===== config.mk =====
export PLATFORM = sky130hd
export DESIGN_NAME = dac_update_sched
export DESIGN_NICKNAME = d
export VERILOG_FILES = /design/src/rtl/dac_update_sched.sv
export SDC_FILE = /design/constraint.sdc
export NUM_CORES = 1
export LEC_CHECK = 0
export BUFFER_PORTS_ARGS = -buffer_cell sky130_fd_sc_hd__buf_4
export CORE_ASPECT_RATIO = 1.2
export CORE_MARGIN = 3
export CORE_UTILIZATION = 46
export DETAILED_ROUTE_END_ITERATION = 16
export PLACE_DENSITY = 0.62
export SYNTH_ARGS = -nofsm -noshare
export SYNTH_HDL_FRONTEND = slang
export SYNTH_SLANG_ARGS = --single-unit
export TNS_END_PERCENT = 20

===== constraint.sdc =====
create_clock -name CLK -period 19.5 [get_ports CLK]
set_input_delay 1.95 -clock CLK [delete_from_list [all_inputs] [get_ports CLK]]
set_output_delay 1.95 -clock CLK [all_outputs]
set_load 0.02 [all_outputs]

===== src/rtl/dac_update_sched.sv =====
// dac_update_sched: shares one multicycle DAC conversion datapath among N_CH
// channels. Requests and calibration writes mark a channel pending. Pending
// channels are issued round-robin to the converter. The result is captured
// into the channel's DAC register together with a one-cycle update strobe.
module dac_update_sched #(
    parameter int FLOAT_WIDTH = 64,
    parameter int INT_WIDTH   = 16,
    parameter int DAC_WIDTH   = 14,
    parameter int N_CH        = 4,
    parameter int CONV_LAT    = 2,
    localparam int CH_W       = $clog2(N_CH)
) (
    input  logic                      CLK,
    input  logic                      RST,
    input  logic                      ENABLE,
    input  logic                      REQ_VALID,
    input  logic [CH_W-1:0]           REQ_CH,
    input  logic [FLOAT_WIDTH-1:0]    REQ_VOLTAGE,
    output logic                      REQ_READY,
    input  logic                      CAL_WE,
    input  logic [CH_W-1:0]           CAL_CH,
    input  logic [FLOAT_WIDTH-1:0]    CAL_GAIN,
    input  logic [FLOAT_WIDTH-1:0]    CAL_OFFSET,
    output logic [FLOAT_WIDTH-1:0]    CONV_VOLTAGE,
    output logic [FLOAT_WIDTH-1:0]    CONV_GAIN,
    output logic [FLOAT_WIDTH-1:0]    CONV_OFFSET,
    input  logic [DAC_WIDTH-1:0]      CONV_CODE,
    output logic [N_CH*DAC_WIDTH-1:0] DAC_CODE,
    output logic [N_CH-1:0]           DAC_UPDATE,
    output logic                      BUSY
);

    localparam int FRAC_W = FLOAT_WIDTH - INT_WIDTH;
    localparam logic [FLOAT_WIDTH-1:0] GAIN_ONE = {{(FLOAT_WIDTH-1){1'b0}}, 1'b1} << FRAC_W;
    localparam int CNT_W = (CONV_LAT > 1) ? $clog2(CONV_LAT) : 1;
    localparam logic [CNT_W-1:0] CNT_LOAD = CNT_W'(CONV_LAT - 1);
    localparam logic [CH_W-1:0]  LAST_INIT = CH_W'(N_CH - 1);

    typedef enum logic {IDLE, CONV} state_t;

    state_t                 state_reg, state_next;
    logic [CNT_W-1:0]       cnt_reg;
    logic [CH_W-1:0]        sel_reg;
    logic [CH_W-1:0]        last_reg;
    logic [N_CH-1:0]        pend_reg, pend_next;
    logic                   req_ready_reg;

    logic [FLOAT_WIDTH-1:0] volt_reg [N_CH];
    logic [FLOAT_WIDTH-1:0] gain_reg [N_CH];
    logic [FLOAT_WIDTH-1:0] offset_reg [N_CH];
    logic [FLOAT_WIDTH-1:0] conv_volt_reg, conv_gain_reg, conv_offset_reg;
    logic [DAC_WIDTH-1:0]   dac_code_reg [N_CH];
    logic [N_CH-1:0]        dac_update_reg;

    logic                   pick_valid;
    logic [CH_W-1:0]        pick_ch;
    logic [CH_W-1:0]        cand;
    logic                   issue;
    logic                   capture;
    logic                   req_fire;

    // Channel index base+off modulo N_CH; off never exceeds N_CH.
    function automatic logic [CH_W-1:0] wrap_add(input logic [CH_W-1:0] base, input int off);
        int s;
        s = int'(base) + off;
        if (s >= N_CH) begin
            s = s - N_CH;
        end
        return s[CH_W-1:0];
    endfunction

    assign req_fire = REQ_VALID & req_ready_reg;
    assign issue    = (state_reg == IDLE) & ENABLE & pick_valid;
    assign capture  = (state_reg == CONV) & (cnt_reg == '0);

    // Round-robin pick: scan from farthest to nearest so the channel closest after LAST wins.
    always_comb begin
        pick_valid = 1'b0;
        pick_ch    = '0;
        cand       = '0;
        for (int i = N_CH; i >= 1; i--) begin
            cand = wrap_add(last_reg, i);
            if (pend_reg[cand]) begin
                pick_valid = 1'b1;
                pick_ch    = cand;
            end
        end
    end

    // Next state: one issue leads to a CONV_LAT-cycle hold, then capture returns to IDLE.
    always_comb begin
        state_next = state_reg;
        case (state_reg)
            IDLE:    if (issue)   state_next = CONV;
            CONV:    if (capture) state_next = IDLE;
            default: state_next = IDLE;
        endcase
    end

    // Pending bits: clear on issue first, so a same-edge request or calibration re-sets it.
    always_comb begin
        pend_next = pend_reg;
        if (issue) begin
            pend_next[pick_ch] = 1'b0;
        end
        if (req_fire) begin
            pend_next[REQ_CH] = 1'b1;
        end
        if (CAL_WE) begin
            pend_next[CAL_CH] = 1'b1;
        end
    end

    // Control registers: state, hold counter, selected/last channel, pending, ready.
    always_ff @(posedge CLK) begin
        if (RST) begin
            state_reg     <= IDLE;
            cnt_reg       <= '0;
            sel_reg       <= '0;
            last_reg      <= LAST_INIT;
            pend_reg      <= '0;
            req_ready_reg <= 1'b0;
        end else begin
            state_reg     <= state_next;
            pend_reg      <= pend_next;
            req_ready_reg <= 1'b1;
            if (issue) begin
                sel_reg <= pick_ch;
                cnt_reg <= CNT_LOAD;
            end else if ((state_reg == CONV) && (cnt_reg != '0)) begin
                cnt_reg <= cnt_reg - CNT_W'(1);
            end
            if (capture) begin
                last_reg <= sel_reg;
            end
        end
    end

    // Per-channel voltage and calibration tables.
    always_ff @(posedge CLK) begin
        if (RST) begin
            for (int k = 0; k < N_CH; k++) begin
                volt_reg[k]   <= '0;
                gain_reg[k]   <= GAIN_ONE;
                offset_reg[k] <= '0;
            end
        end else begin
            for (int k = 0; k < N_CH; k++) begin
                if (req_fire && (REQ_CH == CH_W'(k))) begin
                    volt_reg[k] <= REQ_VOLTAGE;
                end
                if (CAL_WE && (CAL_CH == CH_W'(k))) begin
                    gain_reg[k]   <= CAL_GAIN;
                    offset_reg[k] <= CAL_OFFSET;
                end
            end
        end
    end

    // Converter operands: loaded only on issue, frozen for the whole hold window.
    always_ff @(posedge CLK) begin
        if (RST) begin
            conv_volt_reg   <= '0;
            conv_gain_reg   <= '0;
            conv_offset_reg <= '0;
        end else if (issue) begin
            conv_volt_reg   <= volt_reg[pick_ch];
            conv_gain_reg   <= gain_reg[pick_ch];
            conv_offset_reg <= offset_reg[pick_ch];
        end
    end

    // DAC output registers and one-cycle update strobe for the captured channel.
    always_ff @(posedge CLK) begin
        if (RST) begin
            for (int k = 0; k < N_CH; k++) begin
                dac_code_reg[k] <= '0;
            end
            dac_update_reg <= '0;
        end else begin
            dac_update_reg <= '0;
            if (capture) begin
                dac_code_reg[sel_reg]   <= CONV_CODE;
                dac_update_reg[sel_reg] <= 1'b1;
            end
        end
    end

    generate
        for (genvar gi = 0; gi < N_CH; gi++) begin : g_dac_out
            assign DAC_CODE[gi*DAC_WIDTH +: DAC_WIDTH] = dac_code_reg[gi];
        end
    endgenerate

    assign CONV_VOLTAGE = conv_volt_reg;
    assign CONV_GAIN    = conv_gain_reg;
    assign CONV_OFFSET  = conv_offset_reg;
    assign DAC_UPDATE   = dac_update_reg;
    assign REQ_READY    = req_ready_reg;
    assign BUSY         = (state_reg == CONV) | (|pend_reg);

endmodule


==> results.toml, run 1 <==
[worst_hold_path]
worstHoldPathType = "reg -> reg"

[yosys]
synth_area_leaders = "edfxtp_1 (58%), and2_1 (12%), dfxtp_1 (9.8%)"
synth.distinct_cells = 38
synth_area_per_cell_um2 = 13.4
seq_area_frac_synth = 0.682
syn_inst = 3162
synth_area_um2 = 42400
yosysTopAreaCell = "edfxtp_1"
async_reset_ff_frac = 0
synth_seq_cells = 1031
synthFlopType = "edfxtp_1"
yosysTopAreaCellShare = 0.584
synth-edff-count = 824
yosysWarnings = 0
synth_nets = 3377

[timing]
finClkSkew_ns = 0.0118
finalCritPeriodShare = 0.237
setup_viol = 0
tightest_slew_ns = 1.25
setup_slack_ns = 14.87
slew-limit-headroom = 0.164
finalMaxSlewViolations = 0
period_needed_ns = 4.63
hold_viol_final = 0
whs_ns = 0.489
rsz0062_at_grt = "no"
setup_tns_ns = 0
max_freq_ghz = 0.216

[routing]
avgViaCountPerCell = 5.59
drt_wl_total_mm = 118
routed-wl-met3_mm = 8.52
first_pass_iters = 5
drt-met1-wl_mm = 45.8
top_layer = "met5"
wl_per_cell_um = 24.4
antenna_left = 0
vias = 27163
drt_iter0_markers = 2032
dr_wl_met2_mm = 60.9
route.detailed.drc = 0

[power_and_ir_drop]
vdd_drop_max_v = 0.0000728
leakage_nw = 18.9
power_density_nw_per_um2 = 107

[global_route]
grt_overflow_total = 0
grt_first_pass_wirelength_mm = 177
grt_pass1_vias = 28502
grt_max_degree = 166
grt_use_total = 0.241
grt_antenna_before_repair = 20

[finish]
final_common_cell = "edfxtp_1"
layout_common_cells = "edfxtp_1 (824), and2_1 (806), buf_4 (509), nor3_1 (384), dfxtp_1 (207)"
nets = 3735
drive_above_1_share = 0.238
syn_to_final_growth_pct = 19.5

[floorplan]
ios = 469
die-height_um = 338
dieArea_um2 = 95800
fp.dieW_um = 283
placementRows = 121
start_util = 0.465
coreArea_um2 = 91000

[cts]
clk_pin_slew_ns = 0.06
clkLatencyLatePin_ns = 0.66
cts.repair.resized = 0
cts_hold_buf = 0
cts.root.buffer_cell = "clkbuf_16"
cts_sinks = 1031
cts_buffer_depth = 3
cts_buffers = 105
cts_tree = "built"
post-cts-setup-buffers = 0
htree_levels = 3

[worst_setup_path]
crit_fanout = 88
required_ns = 20.02
cp-end-kind = "flip-flop"
critical_path_arrival_ns = 5.15
crit_type = "in -> reg"
start_kind = "primary input"

[placed_design]
dp_slack_ns = 14.19
detailed_place_hpwl_mm = 65.4
io_buffer_count = 468
gp_congestion = 0.783

[job]
cap_violations = 0

[outcome]
status = "completed"
[per-stage QoR]
step | cells | power (mW) | instance area (µm²) | util
detailed placement | 4643 | 3.31 | 46800 | 0.515
floorplan | 3162 | 3.02 | 42400 | -
finish | 4857 | 5.40 | 50600 | 0.556
CTS | 4843 | 5.45 | 50600 | 0.556
global route | 4848 | 5.59 | 50600 | 0.556
global placement | 4643 | 3.29 | 46800 | 0.515
[metal layers]
layer | track usage | up-vias
met2 | 0.424 | 843
met3 | 0.0574 | 153
met4 | 0.0777 | 14
met5 | 0 | -
met1 | 0.290 | 13755
li1 | - | 12398
[cell usage after synthesis, types with 8 or more instances]
library cell  instances
buf_2                48
dfxtp_1             207
and3_1               15
o32ai_1             191
edfxtp_1            824
a21oi_1               8
and2_1              806
buf_1                15
mux2_1               43
mux2_2              149
nand2_1              15
nor2_1               10
buf_4                15
nand2b_1              8
o21ai_0             200
nor3_1              389
clkbuf_1            182
[power by group]
part / internal (mW) / switching, mW
registers: 2.54 / 0.0683
clock network: 1.30 / 0.844
logic: 0.233 / 0.419
total: 4.07 / 1.33
[cells by family (layout without fill, tap and decap cells)]
family / count (synthesis) / count (layout) / synth area share
AND/OR/NAND/NOR: 1264 / 1264 / 0.174
flip-flops: 1031 / 1031 / 0.682
AO/OA/AOI/OAI: 409 / 409 / 0.0664
buffers and inverters: 264 / 715 / 0.0261
multiplexers: 194 / 194 / 0.0515
other: 0 / 14 / 0
[worst max-delay path, cell delays in order]
cell and delay [ns]:
buf_4 0.19, inv_6 0.57, nand2_1 0.31, nor2_4 0.76
buf_4 0.92, and2_1 0.25
[cell type report]
class	instances	area [µm²]
flip-flops and latches	1031	28900
diodes	14	35.0
multi-input cells	1867	12500
well taps	1230	1540
repair buffers	511	3860
fillers	7512	40400
clock inverters	49	631
clock buffers	151	3100
inverters	4	20.0
[worst paths after layout]
kind / start / endpoint / slack, ns / cells past startpoint
setup / recovery: RST / gain_reg[3][49] / 14.87 / 6
hold / removal: cnt_reg / cnt_reg / 0.49 / 2
setup reg to reg: pend_reg[3] / CONV_OFFSET[44] / 15.23 / 8
hold reg to reg: cnt_reg / cnt_reg / 0.49 / 2
Note: power is estimated with default switching activity, not from simulation.
==> run 2: changes to the inputs <==
PLACE_DENSITY = 0.65   (was 0.62)
clock period = 4.1 ns   (was 19.5 ns; I/O delays follow)
==> run 2 against run 1 <==
Worst setup slack got worse by 13 ns; register-to-register slack got worse by 14 ns; non-clock buffer count rose by 136; worst hold slack got worse by 0.45 ns; wire length fell by 1.3%; global-route usage fell by 0.057 points; count of clock-buffer cells in the layout fell by 7; core utilization rose by 1.5 points; power rose to 4.7 times the previous value; clock power rose to 4.5 times the previous value; sequential cell count did not move; largest cell class unchanged.
==> results.toml, run 2 (same netlist as run 1, synthesis figures left out) <==
[outcome]
status = "completed"

[cts]
cts_sinks = 1031
cts_buffers = 104
clkLatencyLatePin_ns = 0.67
cts_tree = "built"
htree_levels = 3
cts_buffer_depth = 3
cts_hold_buf = 120
cts.repair.resized = 0
post-cts-setup-buffers = 0
clk_pin_slew_ns = 0.06
cts.root.buffer_cell = "clkbuf_16"

[worst_setup_path]
crit_fanout = 44
crit_type = "reg -> reg"
cpPeakStageDelay_ns = 0.77
critical_path_arrival_ns = 3.26
cpMaxStageDelayCell = "o41ai_1"
r2r_slack_ns = 1.42
required_ns = 4.68
worstPathCellList = "o41ai_1 > nor2_4 > nand2_4 > buf_4 > nor3_1 > nor3_1"
cp-end-kind = "flip-flop"
path_common_cell = "nor3_1"
start_kind = "flip-flop"

[global_route]
grt_first_pass_wirelength_mm = 177
grt_pass1_vias = 28872
grt_antenna_before_repair = 11
grt_max_degree = 148
grt_use_total = 0.240
grt_overflow_total = 0

[finish]
layout_common_cells = "edfxtp_1 (824), and2_1 (806), buf_4 (494), nor3_1 (385), dfxtp_1 (207)"
final_common_cell = "edfxtp_1"
syn_to_final_growth_pct = 22.8
finish.utilization = 0.572
fillers = 7352
drive_above_1_share = 0.231
nets = 3870

[routing]
routed-wl-met3_mm = 8.01
drt_wl_total_mm = 117
dr_wl_met2_mm = 57.5
antenna_left = 0
vias = 27707
route.detailed.drc = 0
drt_iter0_markers = 2079
wl_per_cell_um = 23.5
first_pass_iters = 6
top_layer = "met5"
drt-met1-wl_mm = 48.0
avgViaCountPerCell = 5.56

[placed_design]
detailed_place_hpwl_mm = 62.9
gp_congestion = 0.820
io_buffer_count = 468
dp_slack_ns = 1.37

[timing]
max_freq_ghz = 0.374
finalCritPeriodShare = 0.653
rsz0062_at_grt = "no"
hold_viol_final = 0
setup_viol = 0
slew-limit-headroom = 0.290
finClkSkew_ns = 0.0153
period_needed_ns = 2.68
setup_slack_ns = 1.42
tightest_slew_ns = 1.06
finalMaxSlewViolations = 0

[floorplan]
die-height_um = 338
placementRows = 121
start_util = 0.465
coreArea_um2 = 91000
dieArea_um2 = 95800
ios = 469
fp.dieW_um = 283

[power_and_ir_drop]
leakage_nw = 19.5
total_power_mw = 25.2
power_density_nw_per_um2 = 485
vdd_drop_max_v = 0.000342

[worst_hold_path]
worstHoldPathType = "in -> reg"

[job]
cap_violations = 0
[run 2: changes by cell type in the layout (fill, tap and decap cells not counted), sizes merged]
cell,change
inv,+4
buf,+16
dlygate4sd3,+120
clkinv,+6
diode,-7
bufinv,-7
clkbuf,-7
[run 2: final timing paths]
kind	from	end	cells past startpoint
worst max-delay path	pend_reg[1]	CONV_GAIN[15]	6
worst min register to register	cnt_reg	state_reg	2
worst max register to register	pend_reg[1]	CONV_GAIN[15]	6
worst min-delay path	REQ_VOLTAGE[13]	volt_reg[1][13]	2
[run 2: layer usage]
metal  global-route usage  vias up
met5                    0        -
met1                0.307    13934
met3               0.0473      205
met4               0.0796        8
li1                     -    12660
met2                0.409      900
[run 2: where the power goes]
group | switching [mW] | leakage, nW | total (mW) | internal, mW
Clock | 4.05 | 1.70 | 9.55 | 5.51
Combinational | 2.04 | 7.67 | 3.29 | 1.26
Sequential | 0.311 | 10.1 | 12.4 | 12.1
Total | 6.39 | 19.5 | 25.2 | 18.8
[run 2: critical path: cells and delay by family (launching register included)]
kind,cells,cell delay [ns]
and+or+nand+nor,4,0.82
DFF,1,0.36
buffers and inverters,1,0.62
AOI/OAI and AO/OA,1,0.77
[run 2: area by class of cell]
type | instances | area (µm²) | area share
clock buffers | 144 | 2920 | 0.0562
diodes | 7 | 17.5 | 0.000337
flip-flops and latches | 1031 | 28900 | 0.556
multi-input cells | 1867 | 12500 | 0.241
repair buffers | 647 | 5570 | 0.107
clock inverters | 52 | 523 | 0.0101
inverters | 4 | 20.0 | 0.000385
well taps | 1230 | 1540 | 0.0296
[run 2: per-stage QoR]
stage          std cells  setup TNS (ns)  hold slack (ns)  instance area [µm²]
2_1_floorplan       3162         -276.15            0.448                42400
3_3_place_gp        4659               0            0.464                47300
3_5_place_dp        4659               0            0.467                47300
4_1_cts             4975               0         0.000239                52000
5_1_grt             4977               0           0.0254                52000
6_report            4982               0           0.0423                52000
==> run 3: changes to the inputs <==
ABC_AREA = 1   (was not set)
PLACE_DENSITY = 0.64   (was 0.65)
clock period = 2.23 ns   (was 4.1 ns; I/O delays follow)
==> run 3 against run 2 <==
Fmax increased by 27%; first-iteration DRC count rose by 39%; clock skew increased by 0.012 ns; sequential cell count unchanged; count of clock-buffer cells in the layout is 7 lower; sequential power increased by 85%; synthesized cell count increased by 46%; wire length increased by 11%; critical path type unchanged; critical endpoint is now CONV_OFFSET[41]; largest power group unchanged.
==> results.toml, run 3 <==
[floorplan]
placementRows = 123
fp.dieW_um = 288
coreArea_um2 = 94200
ios = 469
start_util = 0.466
dieArea_um2 = 99100
die-height_um = 344

[timing]
period_needed_ns = 2.11
slew-limit-headroom = 0.497
rsz0062_at_grt = "yes"
hold_viol_final = 0
max_freq_ghz = 0.474
finalCritPeriodShare = 0.945
setup_viol = 0
finClkSkew_ns = 0.0273
finalMaxSlewViolations = 0
tightest_slew_ns = 0.754

[yosys]
yosysTopAreaCellShare = 0.564
synthFlopType = "edfxtp_1"
syn_inst = 4628
synth_area_per_cell_um2 = 9.48
async_reset_ff_frac = 0
synth_area_um2 = 43900
synthTopCellsByCount = "nor2_1 (1605), edfxtp_1 (824), nand2_1 (439)"
synth-edff-count = 824
synth_nets = 4843
synth_seq_cells = 1031
synth_area_leaders = "edfxtp_1 (56%), nor2_1 (14%), dfxtp_1 (9.4%)"
yosysMostFrequentCell = "nor2_1"
yosysTopAreaCell = "edfxtp_1"
seq_area_frac_synth = 0.658
yosysWarnings = 0
synth.distinct_cells = 22

[worst_setup_path]
cp-end-kind = "flip-flop"
crit_type = "reg -> reg"
critical_path_arrival_ns = 2.67
crit_fanout = 24
required_ns = 2.79
start_kind = "flip-flop"

[routing]
antenna_left = 0
avgViaCountPerCell = 5.24
drt_iter0_markers = 2886
first_pass_iters = 5
vias = 34822
route.detailed.drc = 0
wl_per_cell_um = 19.5
drt_wl_total_mm = 130

[cts]
cts_sinks = 1031
htree_levels = 3
cts.root.buffer_cell = "clkbuf_16"
cts_buffers = 104
cts_buffer_depth = 3
clk_pin_slew_ns = 0.06
clkLatencyLatePin_ns = 0.67
cts_tree = "built"

[global_route]
grt_antenna_before_repair = 1
grt_max_degree = 81
grt_use_total = 0.253
grt_overflow_total = 0
grt_first_pass_wirelength_mm = 195
grt_pass1_vias = 33951

[finish]
drive_above_1_share = 0.166
nets = 5526
layout.cells.non_filler = 6651
ff_latch_area_um2 = 28900
layout_common_cells = "nor2_1 (1592), edfxtp_1 (824), buf_4 (569), nand2_1 (423), inv_1 (420)"
syn_to_final_growth_pct = 28.4
fillers = 7854
final_common_cell = "nor2_1"
multiInputGateArea_um2 = 12200

[outcome]
status = "completed"

[job]
cap_violations = 0

[power_and_ir_drop]
leakage_nw = 23.9
total_power_mw = 53.7
vdd_drop_max_v = 0.000713
power_density_nw_per_um2 = 952

[worst_hold_path]
worstHoldPathType = "in -> reg"

[placed_design]
io_buffer_count = 468
placed_cells = 6228
detailed_place_hpwl_mm = 76.8
gp_congestion = 0.805
## run 3: cell types whose count changed after synthesis, moves of 10 or more
cell / before / now
and2_1: 806 / 0
and3_1: 15 / 0
buf_1: 15 / 30
buf_2: 48 / 70
buf_4: 15 / 25
inv_1: 4 / 422
mux2_1: 43 / 0
mux2_2: 149 / 0
nand2_1: 15 / 439
nand3_1: 4 / 388
nand4_1: 1 / 194
nor2_1: 10 / 1605
nor3_1: 389 / 9
o32ai_1: 191 / 0
## run 3: path summary, 6_finish.rpt
| check | from | endpoint | slack, ns | depth (start not counted) |
|---|---|---|---|---|
| max | last_reg[0] | CONV_OFFSET[41] | 0.12 | 14 |
| min | CAL_CH[0] | pend_reg[1] | 0.05 | 5 |
| max reg2reg | last_reg[0] | CONV_OFFSET[41] | 0.12 | 14 |
| min reg2reg | pend_reg[1] | pend_reg[1] | 0.48 | 2 |
## run 3: report_power, final
| part | switching [mW] | internal (mW) |
|---|---|---|
| sequential | 0.655 | 22.3 |
| clock | 7.45 | 9.82 |
| combinational | 8.33 | 5.15 |
| total | 16.4 | 37.2 |
## run 3: worst max-delay path, cell delays in order, from the launching register on
cell	delay (ns)
dfxtp_4	0.40
inv_4	0.06
nand2_1	0.08
nand3_1	0.09
nand2_1	0.08
inv_2	0.03
nand2_2	0.11
nand3_4	0.17
buf_12	0.20
buf_12	0.16
buf_12	0.18
nand4_1	0.10
nand3_1	0.09
nor2_2	0.14
nor2_1	0.05
## run 3: per-layer routing
layer	track usage	part of all wire
met1	0.320	0.39
met2	0.450	0.51
met4	0.0821	0.026
met3	0.0327	0.071
met5	0	0
## run 3: repair_timing
item / CTS / global route
cloned: 1 / 11
endpoints found under the hold margin: 831 / 0
buffers inserted: 2 / 4
setup endpoints to repair: 135 / 182
hold buffers: 209 / 0
gates resized for setup: 3 / 44
pin swaps: 0 / 11
## run 3: layout make-up
type,instances,area share
Clock buffer,137,0.0500
Sequential cell,1031,0.513
Antenna cell,1,0.0000444
Inverter,430,0.0290
Timing Repair Buffer,895,0.155
Multi-Input combinational cell,2849,0.216
Tap cell,1250,0.0278
Clock inverter,58,0.00931
## run 3: kinds of logic after synthesis
kind of cell | count (synthesis) | synth area share
simple gates | 2642 | 0.249
buf+inv | 749 | 0.0691
flops | 1031 | 0.658
compound gates | 206 | 0.0236
## run 3: through the flow
stage	utilization	setup WS, ns	hold slack (ns)	TNS (ns)	instance area (µm²)
after global routing	0.598	-0.0342	0.0494	-0.168	56300
after detailed placement	0.535	-0.130	0.472	-5.09	50400
after floorplan	-	-0.0125	0.399	-0.174	43900
final	0.598	0.122	0.0507	0	56300
after global placement	0.535	-0.0303	0.469	-0.113	50400
after CTS	0.593	0.0185	0.00553	0	55900
